$ cat src/rtl/mips_pkg.sv
// Shared encodings for the multicycle MIPS core: ALU operations, mux selects
// and instruction field positions used by datapath, controller and benches.
package mips_pkg;

    localparam logic [2:0] ALU_ADD = 3'b010;
    localparam logic [2:0] ALU_SUB = 3'b110;
    localparam logic [2:0] ALU_AND = 3'b000;
    localparam logic [2:0] ALU_OR  = 3'b001;
    localparam logic [2:0] ALU_SLT = 3'b111;

    localparam logic [1:0] ALUSRCB_REG   = 2'b00;
    localparam logic [1:0] ALUSRCB_FOUR  = 2'b01;
    localparam logic [1:0] ALUSRCB_IMM   = 2'b10;
    localparam logic [1:0] ALUSRCB_IMMSH = 2'b11;

    localparam logic [1:0] PCSRC_ALURES  = 2'b00;
    localparam logic [1:0] PCSRC_ALUOUT  = 2'b01;
    localparam logic [1:0] PCSRC_JUMP    = 2'b10;
    localparam logic [1:0] PCSRC_ALURES2 = 2'b11;

    localparam int OPCODE_MSB = 31;
    localparam int OPCODE_LSB = 26;
    localparam int RS_MSB     = 25;
    localparam int RS_LSB     = 21;
    localparam int RT_MSB     = 20;
    localparam int RT_LSB     = 16;
    localparam int RD_MSB     = 15;
    localparam int RD_LSB     = 11;
    localparam int IMM_MSB    = 15;
    localparam int FUNCT_MSB  = 5;
    localparam int JADDR_MSB  = 25;

endpackage

$ cat src/rtl/mips_regfile.sv
// 32x32 register file with two combinational read ports and one synchronous
// write port; register 0 is hardwired to zero.
module mips_regfile (
    input  logic        i_clk,
    input  logic        i_we,
    input  logic [4:0]  i_ra1,
    input  logic [4:0]  i_ra2,
    input  logic [4:0]  i_wa,
    input  logic [31:0] i_wd,
    output logic [31:0] o_rd1,
    output logic [31:0] o_rd2
);

    logic [31:0] r_regs [32];

    always_ff @(posedge i_clk) begin
        if (i_we && (i_wa != 5'd0)) begin
            r_regs[i_wa] <= i_wd;
        end
    end

    assign o_rd1 = (i_ra1 == 5'd0) ? 32'd0 : r_regs[i_ra1];
    assign o_rd2 = (i_ra2 == 5'd0) ? 32'd0 : r_regs[i_ra2];

endmodule

$ cat src/rtl/mips_multicycle_datapath.sv
// Datapath half of the multicycle MIPS core: architectural registers, ALU,
// operand/PC/address muxes and the register file, steered by controller strobes.
module mips_multicycle_datapath
    import mips_pkg::*;
#(
    parameter int                 WIDTH    = 32,
    parameter logic [WIDTH-1:0]   RESET_PC = '0
) (
    input  logic             i_clk,
    input  logic             i_reset,
    input  logic             i_pcen,
    input  logic             i_irwrite,
    input  logic             i_regwrite,
    input  logic             i_alusrca,
    input  logic             i_iord,
    input  logic             i_memtoreg,
    input  logic             i_regdst,
    input  logic [1:0]       i_alusrcb,
    input  logic [1:0]       i_pcsrc,
    input  logic [2:0]       i_alucontrol,
    input  logic [WIDTH-1:0] i_readdata,
    output logic [5:0]       o_opcode,
    output logic [5:0]       o_funct,
    output logic             o_zero,
    output logic [WIDTH-1:0] o_adr,
    output logic [WIDTH-1:0] o_writedata
);

    logic [WIDTH-1:0] r_pc;
    logic [WIDTH-1:0] r_instr;
    logic [WIDTH-1:0] r_data;
    logic [WIDTH-1:0] r_a;
    logic [WIDTH-1:0] r_b;
    logic [WIDTH-1:0] r_aluout;

    logic [WIDTH-1:0] w_signimm;
    logic [WIDTH-1:0] w_srca;
    logic [WIDTH-1:0] w_srcb;
    logic [WIDTH-1:0] w_aluresult;
    logic [WIDTH-1:0] w_pcnext;
    logic [WIDTH-1:0] w_rd1;
    logic [WIDTH-1:0] w_rd2;
    logic [WIDTH-1:0] w_wd;
    logic [4:0]       w_wa;
    logic             w_rf_we;

    assign w_signimm = {{(WIDTH-16){r_instr[IMM_MSB]}}, r_instr[IMM_MSB:0]};
    assign w_srca    = i_alusrca ? r_a : r_pc;

    always_comb begin
        w_srcb = r_b;
        case (i_alusrcb)
            ALUSRCB_REG:   w_srcb = r_b;
            ALUSRCB_FOUR:  w_srcb = WIDTH'(4);
            ALUSRCB_IMM:   w_srcb = w_signimm;
            ALUSRCB_IMMSH: w_srcb = {w_signimm[WIDTH-3:0], 2'b00};
            default:       w_srcb = r_b;
        endcase
    end

    // Unused ALU codes deliberately yield zero so the controller sees zero=1.
    always_comb begin
        w_aluresult = '0;
        case (i_alucontrol)
            ALU_ADD: w_aluresult = w_srca + w_srcb;
            ALU_SUB: w_aluresult = w_srca - w_srcb;
            ALU_AND: w_aluresult = w_srca & w_srcb;
            ALU_OR:  w_aluresult = w_srca | w_srcb;
            ALU_SLT: w_aluresult = {{(WIDTH-1){1'b0}}, ($signed(w_srca) < $signed(w_srcb))};
            default: w_aluresult = '0;
        endcase
    end

    always_comb begin
        w_pcnext = w_aluresult;
        case (i_pcsrc)
            PCSRC_ALURES:  w_pcnext = w_aluresult;
            PCSRC_ALUOUT:  w_pcnext = r_aluout;
            PCSRC_JUMP:    w_pcnext = {r_pc[WIDTH-1:WIDTH-4], r_instr[JADDR_MSB:0], 2'b00};
            PCSRC_ALURES2: w_pcnext = w_aluresult;
            default:       w_pcnext = w_aluresult;
        endcase
    end

    // A reset edge must not commit a pending register write.
    assign w_rf_we = i_regwrite & i_reset;
    assign w_wa    = i_regdst ? r_instr[RD_MSB:RD_LSB] : r_instr[RT_MSB:RT_LSB];
    assign w_wd    = i_memtoreg ? r_data : r_aluout;

    mips_regfile u_regfile (
        .i_clk (i_clk),
        .i_we  (w_rf_we),
        .i_ra1 (r_instr[RS_MSB:RS_LSB]),
        .i_ra2 (r_instr[RT_MSB:RT_LSB]),
        .i_wa  (w_wa),
        .i_wd  (w_wd),
        .o_rd1 (w_rd1),
        .o_rd2 (w_rd2)
    );

    always_ff @(posedge i_clk) begin
        if (!i_reset) begin
            r_pc     <= RESET_PC;
            r_instr  <= '0;
            r_data   <= '0;
            r_a      <= '0;
            r_b      <= '0;
            r_aluout <= '0;
        end else begin
            if (i_pcen) begin
                r_pc <= w_pcnext;
            end
            if (i_irwrite) begin
                r_instr <= i_readdata;
            end
            r_data   <= i_readdata;
            r_a      <= w_rd1;
            r_b      <= w_rd2;
            r_aluout <= w_aluresult;
        end
    end

    // Outputs show reset values for the whole reset period, not only after the edge.
    assign o_opcode    = i_reset ? r_instr[OPCODE_MSB:OPCODE_LSB] : 6'd0;
    assign o_funct     = i_reset ? r_instr[FUNCT_MSB:0] : 6'd0;
    assign o_writedata = i_reset ? r_b : '0;
    assign o_adr       = i_reset ? (i_iord ? r_aluout : r_pc) : (i_iord ? '0 : RESET_PC);
    assign o_zero      = (w_aluresult == '0);

endmodule

$ cat config.mk
export PLATFORM = sky130hd
export DESIGN_NAME = mips_multicycle_datapath
export DESIGN_NICKNAME = d
export VERILOG_FILES = /design/src/rtl/mips_pkg.sv /design/src/rtl/mips_regfile.sv /design/src/rtl/mips_multicycle_datapath.sv
export SDC_FILE = /design/constraint.sdc
export NUM_CORES = 2
export LEC_CHECK = 0
export BUFFER_PORTS_ARGS = -buffer_cell sky130_fd_sc_hd__buf_2
export CAP_MARGIN = 20
export CORE_MARGIN = 5
export CORE_UTILIZATION = 35
export CTS_CLUSTER_DIAMETER = 30
export DETAILED_ROUTE_END_ITERATION = 12
export GPL_TIMING_DRIVEN = 0
export PLACE_DENSITY = 0.58
export RECOVER_POWER = 25
export SYNTH_ARGS = -nofsm -noshare
export SYNTH_HDL_FRONTEND = slang
export SYNTH_SLANG_ARGS = --single-unit
$ cat constraint.sdc
create_clock -name i_clk -period 12.8 [get_ports i_clk]
set_clock_uncertainty 0.2 [all_clocks]
set_input_delay 0.64 -clock i_clk [delete_from_list [all_inputs] [get_ports i_clk]]
set_output_delay 0.64 -clock i_clk [all_outputs]
set_load 0.02 [all_outputs]
# [Word level (Yosys, flattened, before mapping)]
# Memory sizes are Yosys's and may differ from the RTL's. A register that Yosys moved wholly into a read port is not among the register bits.
# Index checks and enable logic that the tools add are counted.
[totals] register_bits=128 ram_bits=1024 input_bits=48 out_inout_bits=77 wordCells=49 n_memories=1
[classes] n_addsub=2 n_lt_le_gt_ge=1 n_eq_ne=10 n_mux=13 bitwise=5 reduce_logical=12
[mem_list] name="u_regfile.r_regs" words=32 width=32 rd=2 rd_ports_with_merged_regs=2 write_ports=1 line_no="mips_regfile.sv:14" source="logic [31:0] r_regs [32];"
[ops] op="2-to-1 mux 32 bit" count=5
[ops] op="one-hot mux 32 bit (5 select lines)" count=1
[ops] op="one-hot mux 32 bit (4 select lines)" count=1
[ops] op="one-hot mux 32 bit (3 select lines)" count=1
[ops] op="adder 32 bit" count=1
[ops] op="AND 32 bit" count=1
[ops] op="logical NOT 32 bit" count=1
[ops] op="less-than comparator 32 bit" count=1
[ops] op="OR 32 bit" count=1
[ops] op="subtractor 32 bit" count=1
[ops] op="2-to-1 mux 6 bit" count=2
[ops] op="logical NOT 5 bit" count=2
[ops] op="equality test 2 bit (second input constant)" count=4
[ops] op="equality test 3 bit (second input constant)" count=2
[ops] op="OR reduction 2 bit" count=3
[ops] op="2-to-1 mux 5 bit" count=1
[ops] op="nonzero test 5 bit" count=1
[ops] op="equality test 2 x 1 -> 1 bit (second input constant)" count=2
[ops] op="logical NOT 2 bit" count=2
[ops] op="equality test 3 x 1 -> 1 bit (second input constant)" count=1
[ops] op="equality test 3 x 2 -> 1 bit (second input constant)" count=1
[ops] op="logical NOT 3 bit" count=1
[ops] op="2-to-1 mux 1 bit" count=2
[ops] op="inverter 1 bit" count=2
[ops] op="3 further kinds" count=3

# [Longest topological paths before layout]
[logic_depth] word_depth=5 ltp_mapped=19

# [Modules after synthesis]
# From an unflattened synthesis, not the netlist that was laid out.
[hier_totals] hier_cells=4242 area_unflattened_um2=61788.0
[modules_own_cells] mod="mips_regfile" instances=1 cells_per_inst=2564 area_per_inst_um2=47904.7 seq_area_each_um2=30749.5
[modules_own_cells] mod="mips_multicycle_datapath" instances=1 cells_per_inst=1678 area_per_inst_um2=13883.3 seq_area_each_um2=3843.7

# [Worst setup path before layout]
# No wires, ideal clock.
[synth_path] path_type="in2out" from="in i_alusrca" to="out o_zero" t_arrival_ns=5.410 slack_ns=6.550 cell_stages=19 path_buffers=2 cell_sequence="clkbuf_1 -> clkbuf_1 -> mux2_2 -> inv_1 -> ha_1 -> inv_1 -> fa_1 -> nor2b_1 -> o2111a_1 -> o31a_1 -> a2111oi_4 -> o41ai_2 -> nand3_1 -> nor2_1 -> or4b_1 -> a21oi_1 -> nor3_1 -> or4b_1 -> nor4_2"
[synth_between] elab_chain_len=4 elab_cells_between_ends=8 cone_classes="add/sub: 2; order compare: 1; mux: 2; bitwise: 2; reduce/logical: 1"
[synth_lines] item="start: declaration" line_no="mips_multicycle_datapath.sv:14" source="input logic i_alusrca,"
[synth_lines] item="2-to-1 mux 32 bit *" line_no="mips_multicycle_datapath.sv:48" source="assign w_srca = i_alusrca ? r_a : r_pc;"
[synth_lines] item="subtractor 32 bit, or another cell as far along" line_no="mips_multicycle_datapath.sv:66" source="ALU_SUB: w_aluresult = w_srca - w_srcb;"
[synth_lines] item="one-hot mux 32 bit (5 select lines) *" line_no="mips_multicycle_datapath.sv:64" source="case (i_alucontrol)"
[synth_lines] item="logical NOT 32 bit *" line_no="mips_multicycle_datapath.sv:128" source="assign o_zero = (w_aluresult == '0);"
[synth_lines] item="end: declaration" line_no="mips_multicycle_datapath.sv:24" source="output logic o_zero,"
# Mark *: on every way between the ends. The rest lies on a longest branch, timed or not.

# [Final worst setup path]
# Ends and elaborated chain as after synthesis.

==> impl_metrics.sql <==
INSERT INTO impl_metrics (metric_group, metric, value, unit) VALUES
('final_layout', 'nFillCells', '15100', ''),
('timing', 'tns', '0', 'ps'),
('min_path', 'hold_path_startpoint', 'i_pcen', ''),
('clock_network', 'clock-root-buffer', 'clkbuf_16', ''),
('timing', 'min_period_over_period', '0.653', ''),
('yosys', 'xor_xnor_fraction_of_synth_area', '0.00364', ''),
('worst_setup_path', 'critPathMaxFanout', '10', ''),
('yosys', 'combinational_family_with_the_most_area_after_synthesis', 'multiplexers', ''),
('yosys', 'asyncSetResetFlopFracSynth', '0', ''),
('routing', 'routedWlPerCell', '35.0', 'um'),
('yosys', 'synth_top_flop_cell', 'edfxtp_1', ''),
('run', 'maxCapViolCount', '0', ''),
('timing', 'rsz0062_at_grt', 'no', ''),
('yosys', 'synth_sequential_area_ratio', '0.576', ''),
('clock_network', 'cts_tree', 'done', ''),
('timing', 'max-slew-margin-rel', '0.0303', ''),
('routing', 'vias', '41800', ''),
('die', 'io-pin-count', '125', ''),
('worst_setup_path', 'end_kind', 'primary output', ''),
('yosys', 'number_of_enable_type_register_cells_in_the_synthesized_netlist', '1024', ''),
('worst_setup_path', 'worst_ep_required_time', '11960', 'ps'),
('placed_design', 'numPlacedInstances', '6310', ''),
('final_layout', 'final-seq-area', '34600', 'um2'),
('final_layout', 'drive_gt1_frac', '0.287', ''),
('worst_setup_path', 'worst-endpoint-arrival', '7510', 'ps'),
('yosys', 'multiplexer_share_of_the_synthesized_area', '0.251', ''),
('timing', 'finalWorstPathRequiredPeriod', '8350', 'ps'),
('power_and_ir_drop', 'power_density', '169', 'nW/um2'),
('grt', 'grt_antenna_before_repair', '12', ''),
('worst_setup_path', 'timing.critical_path.cells', 'clkbuf_1, clkbuf_1, mux2_2, ha_1, inv_1, fa_1, nand2b_1, a211oi_1, o2111ai_1, a211oi_1, a2111oi_0, a21oi_1, xnor2_1, o22ai_1, nor4_1, nand4_1, or4b_1, nor4_2, buf_2', ''),
('placed_design', 'buffer_ports.inserted', '116', ''),
('routing', 'first_pass_iters', '6', ''),
('placed_design', 'detailedPlace.worstSlack', '4570', 'ps'),
('yosys', 'synthSimpleGateAreaFrac', '0.0509', ''),
('timing', 'finalMaxSlewViolations', '0', ''),
('timing', 'timing_worst_slew_pin_value', '1450', 'ps'),
('grt', 'globalRoute.busiestLayer', 'met2', ''),
('timing', 'clock.fmax', '120', 'MHz'),
('clock_network', 'post-cts-setup-buffers', '0', ''),
('die', 'chipHeight', '424', 'um'),
('worst_setup_path', 'timing.rr.end', 'u_regfile.r_regs[13][24]', ''),
('final_layout', 'design_area', '75100', 'um2'),
('worst_setup_path', 'rr_worst_depth', '9', ''),
('worst_setup_path', 'crit_path_start', 'i_alusrca', ''),
('grt', 'globalRouteMet2Util', '0.394', ''),
('die', 'core_region_area', '171000', 'um2'),
('outcome', 'outcome', 'complete, no violations', ''),
('die', 'core.rowCount', '152', ''),
('routing', 'routed_via_density', '6.13', ''),
('die', 'die_width', '424', 'um'),
('clock_network', 'clk_pin_slew_worst_setup_hold_paths', '40', 'ps'),
('grt', 'global_route_usage_sum', '0.259', ''),
('timing', 'finalSetupViolCount', '0', ''),
('min_path', 'holdCritPathClass', 'primary input to register', ''),
('routing', 'ant_nets', '0', ''),
('grt', 'met1_usage', '0.331', ''),
('timing', 'final_hold_vios', '0', ''),
('clock_network', 'clock_latency', '890', 'ps'),
('grt', 'globalRouteOverflowTotal', '0', ''),
('clock_network', 'ctsLongestPathBuffers', '4', ''),
('power_and_ir_drop', 'p_total', '12.7', 'mW'),
('final_layout', 'fin_util', '0.439', ''),
('final_layout', 'multi_input_comb_area', '24300', 'um2'),
('routing', 'count_of_unresolved_drc_violations_after_routing', '0', ''),
('clock_network', 'cts.sink_count', '1216', ''),
('placed_design', 'post_dp_hpwl', '173000', 'um'),
('grt', 'gr-usage-met3', '0.0872', ''),
('worst_setup_path', 'worstSetupEndpoint', 'o_zero', ''),
('clock_network', 'numCtsBuffers', '276', ''),
('grt', 'grt_pass1_wl', '326000', 'um'),
('routing', 'drt_iter0_drc', '6413', '');
==> cells in the mapped netlist, drive strengths merged, types with 4 or more instances <==
library cell,number,area share
a2111oi,4,0.0012
nand4,5,0.00052
a22o,38,0.0055
ha,106,0.022
nand3,13,0.0011
and2,108,0.011
nand3b,4,0.00050
mux2i,259,0.043
a21o,29,0.0036
a21boi,5,0.00062
nor2,167,0.010
xnor2,20,0.0029
clkbuf,203,0.013
nand2b,20,0.0021
a22oi,17,0.0021
o21bai,6,0.00075
nand2,89,0.0056
mux2,142,0.027
or2,4,0.00042
a21oi,101,0.0084
o221ai,47,0.0068
o211ai,18,0.0023
xor2,5,0.00073
a221oi,49,0.0071
o21a,6,0.00075
o31ai,13,0.0016
a211o,22,0.0032
mux4,484,0.18
or3,10,0.0011
nor3b,4,0.00050
edfxtp,1024,0.51
nor2b,103,0.011
o22ai,79,0.0082
o21ai,82,0.0068
a31o,4,0.00058
buf,98,0.0065
a31oi,13,0.0014
dfxtp,192,0.064
nor4,13,0.0015
a211oi,26,0.0032
nor3,42,0.0035
inv,111,0.0069
==> logic make-up after synthesis <==
| kind of cell | Yosys count |
|---|---|
| buffers and inverters | 412 |
| xor gates and xnor gates | 25 |
| adders and majority gates | 108 |
| AOI/OAI and AO/OA | 593 |
| other | 1 |
| DFF | 1216 |
| muxes | 885 |
| and+or+nand+nor | 595 |
==> layout make-up <==
cell class | count | share of cell area
clock inverters | 149 | 0.0212
repair buffers | 254 | 0.0386
inverters | 111 | 0.00555
multi-input cells | 2238 | 0.324
clock buffers | 315 | 0.0968
diodes | 4 | 0.000133
plain buffers | 301 | 0.0157
flip-flops and latches | 1216 | 0.461
well taps | 2233 | 0.0372
==> how the worst min path moves through the flow <==
| stage | cells past startpoint | endpoint | slack, ps |
|---|---|---|---|
| after floorplan | 2 | r_pc[23] | 270 |
| after global placement | 2 | r_pc[23] | 290 |
| after detailed placement | 2 | r_pc[23] | 300 |
| after CTS | 4 | r_pc[19] | 100 |
| after global routing | 4 | r_pc[19] | 120 |
| final | 4 | r_pc[19] | 130 |
==> what timing repair did <==
item | CTS | global route
gates resized for setup | 0 | 0
endpoints found under the hold margin | 60 | 0
hold buffers | 32 | 0
==> metal layers <==
layer,share of wire,up-vias
li1,-,16700
met1,0.37,21500
met2,0.44,3048
met3,0.13,618
met4,0.058,6
met5,0.00021,-
==> flip-flops by register name, summed over array words and instances (netlist names) <==
signal and cells:
u_regfile.r_regs 1024, r_a 32, r_aluout 32, r_b 32
r_data 32, r_instr 32, r_pc 32
==> worst max-delay path: cells and delay by family <==
family | cells | cell delay (ps)
and+or+nand+nor | 5 | 1830
xor gates and xnor gates | 1 | 160
adders and majority gates | 2 | 820
buffers and inverters | 4 | 1670
muxes | 1 | 320
AOI/OAI and AO/OA | 6 | 2040
==> report_power, final <==
group          switching (mW)  leakage, nW  internal (mW)
combinational           0.979         10.1          0.515
clock                    2.17         4.29           4.59
sequential             0.0580         11.1           4.40
total                    3.20         25.5           9.51
No activity file was read; power rests on OpenSTA's default activity.
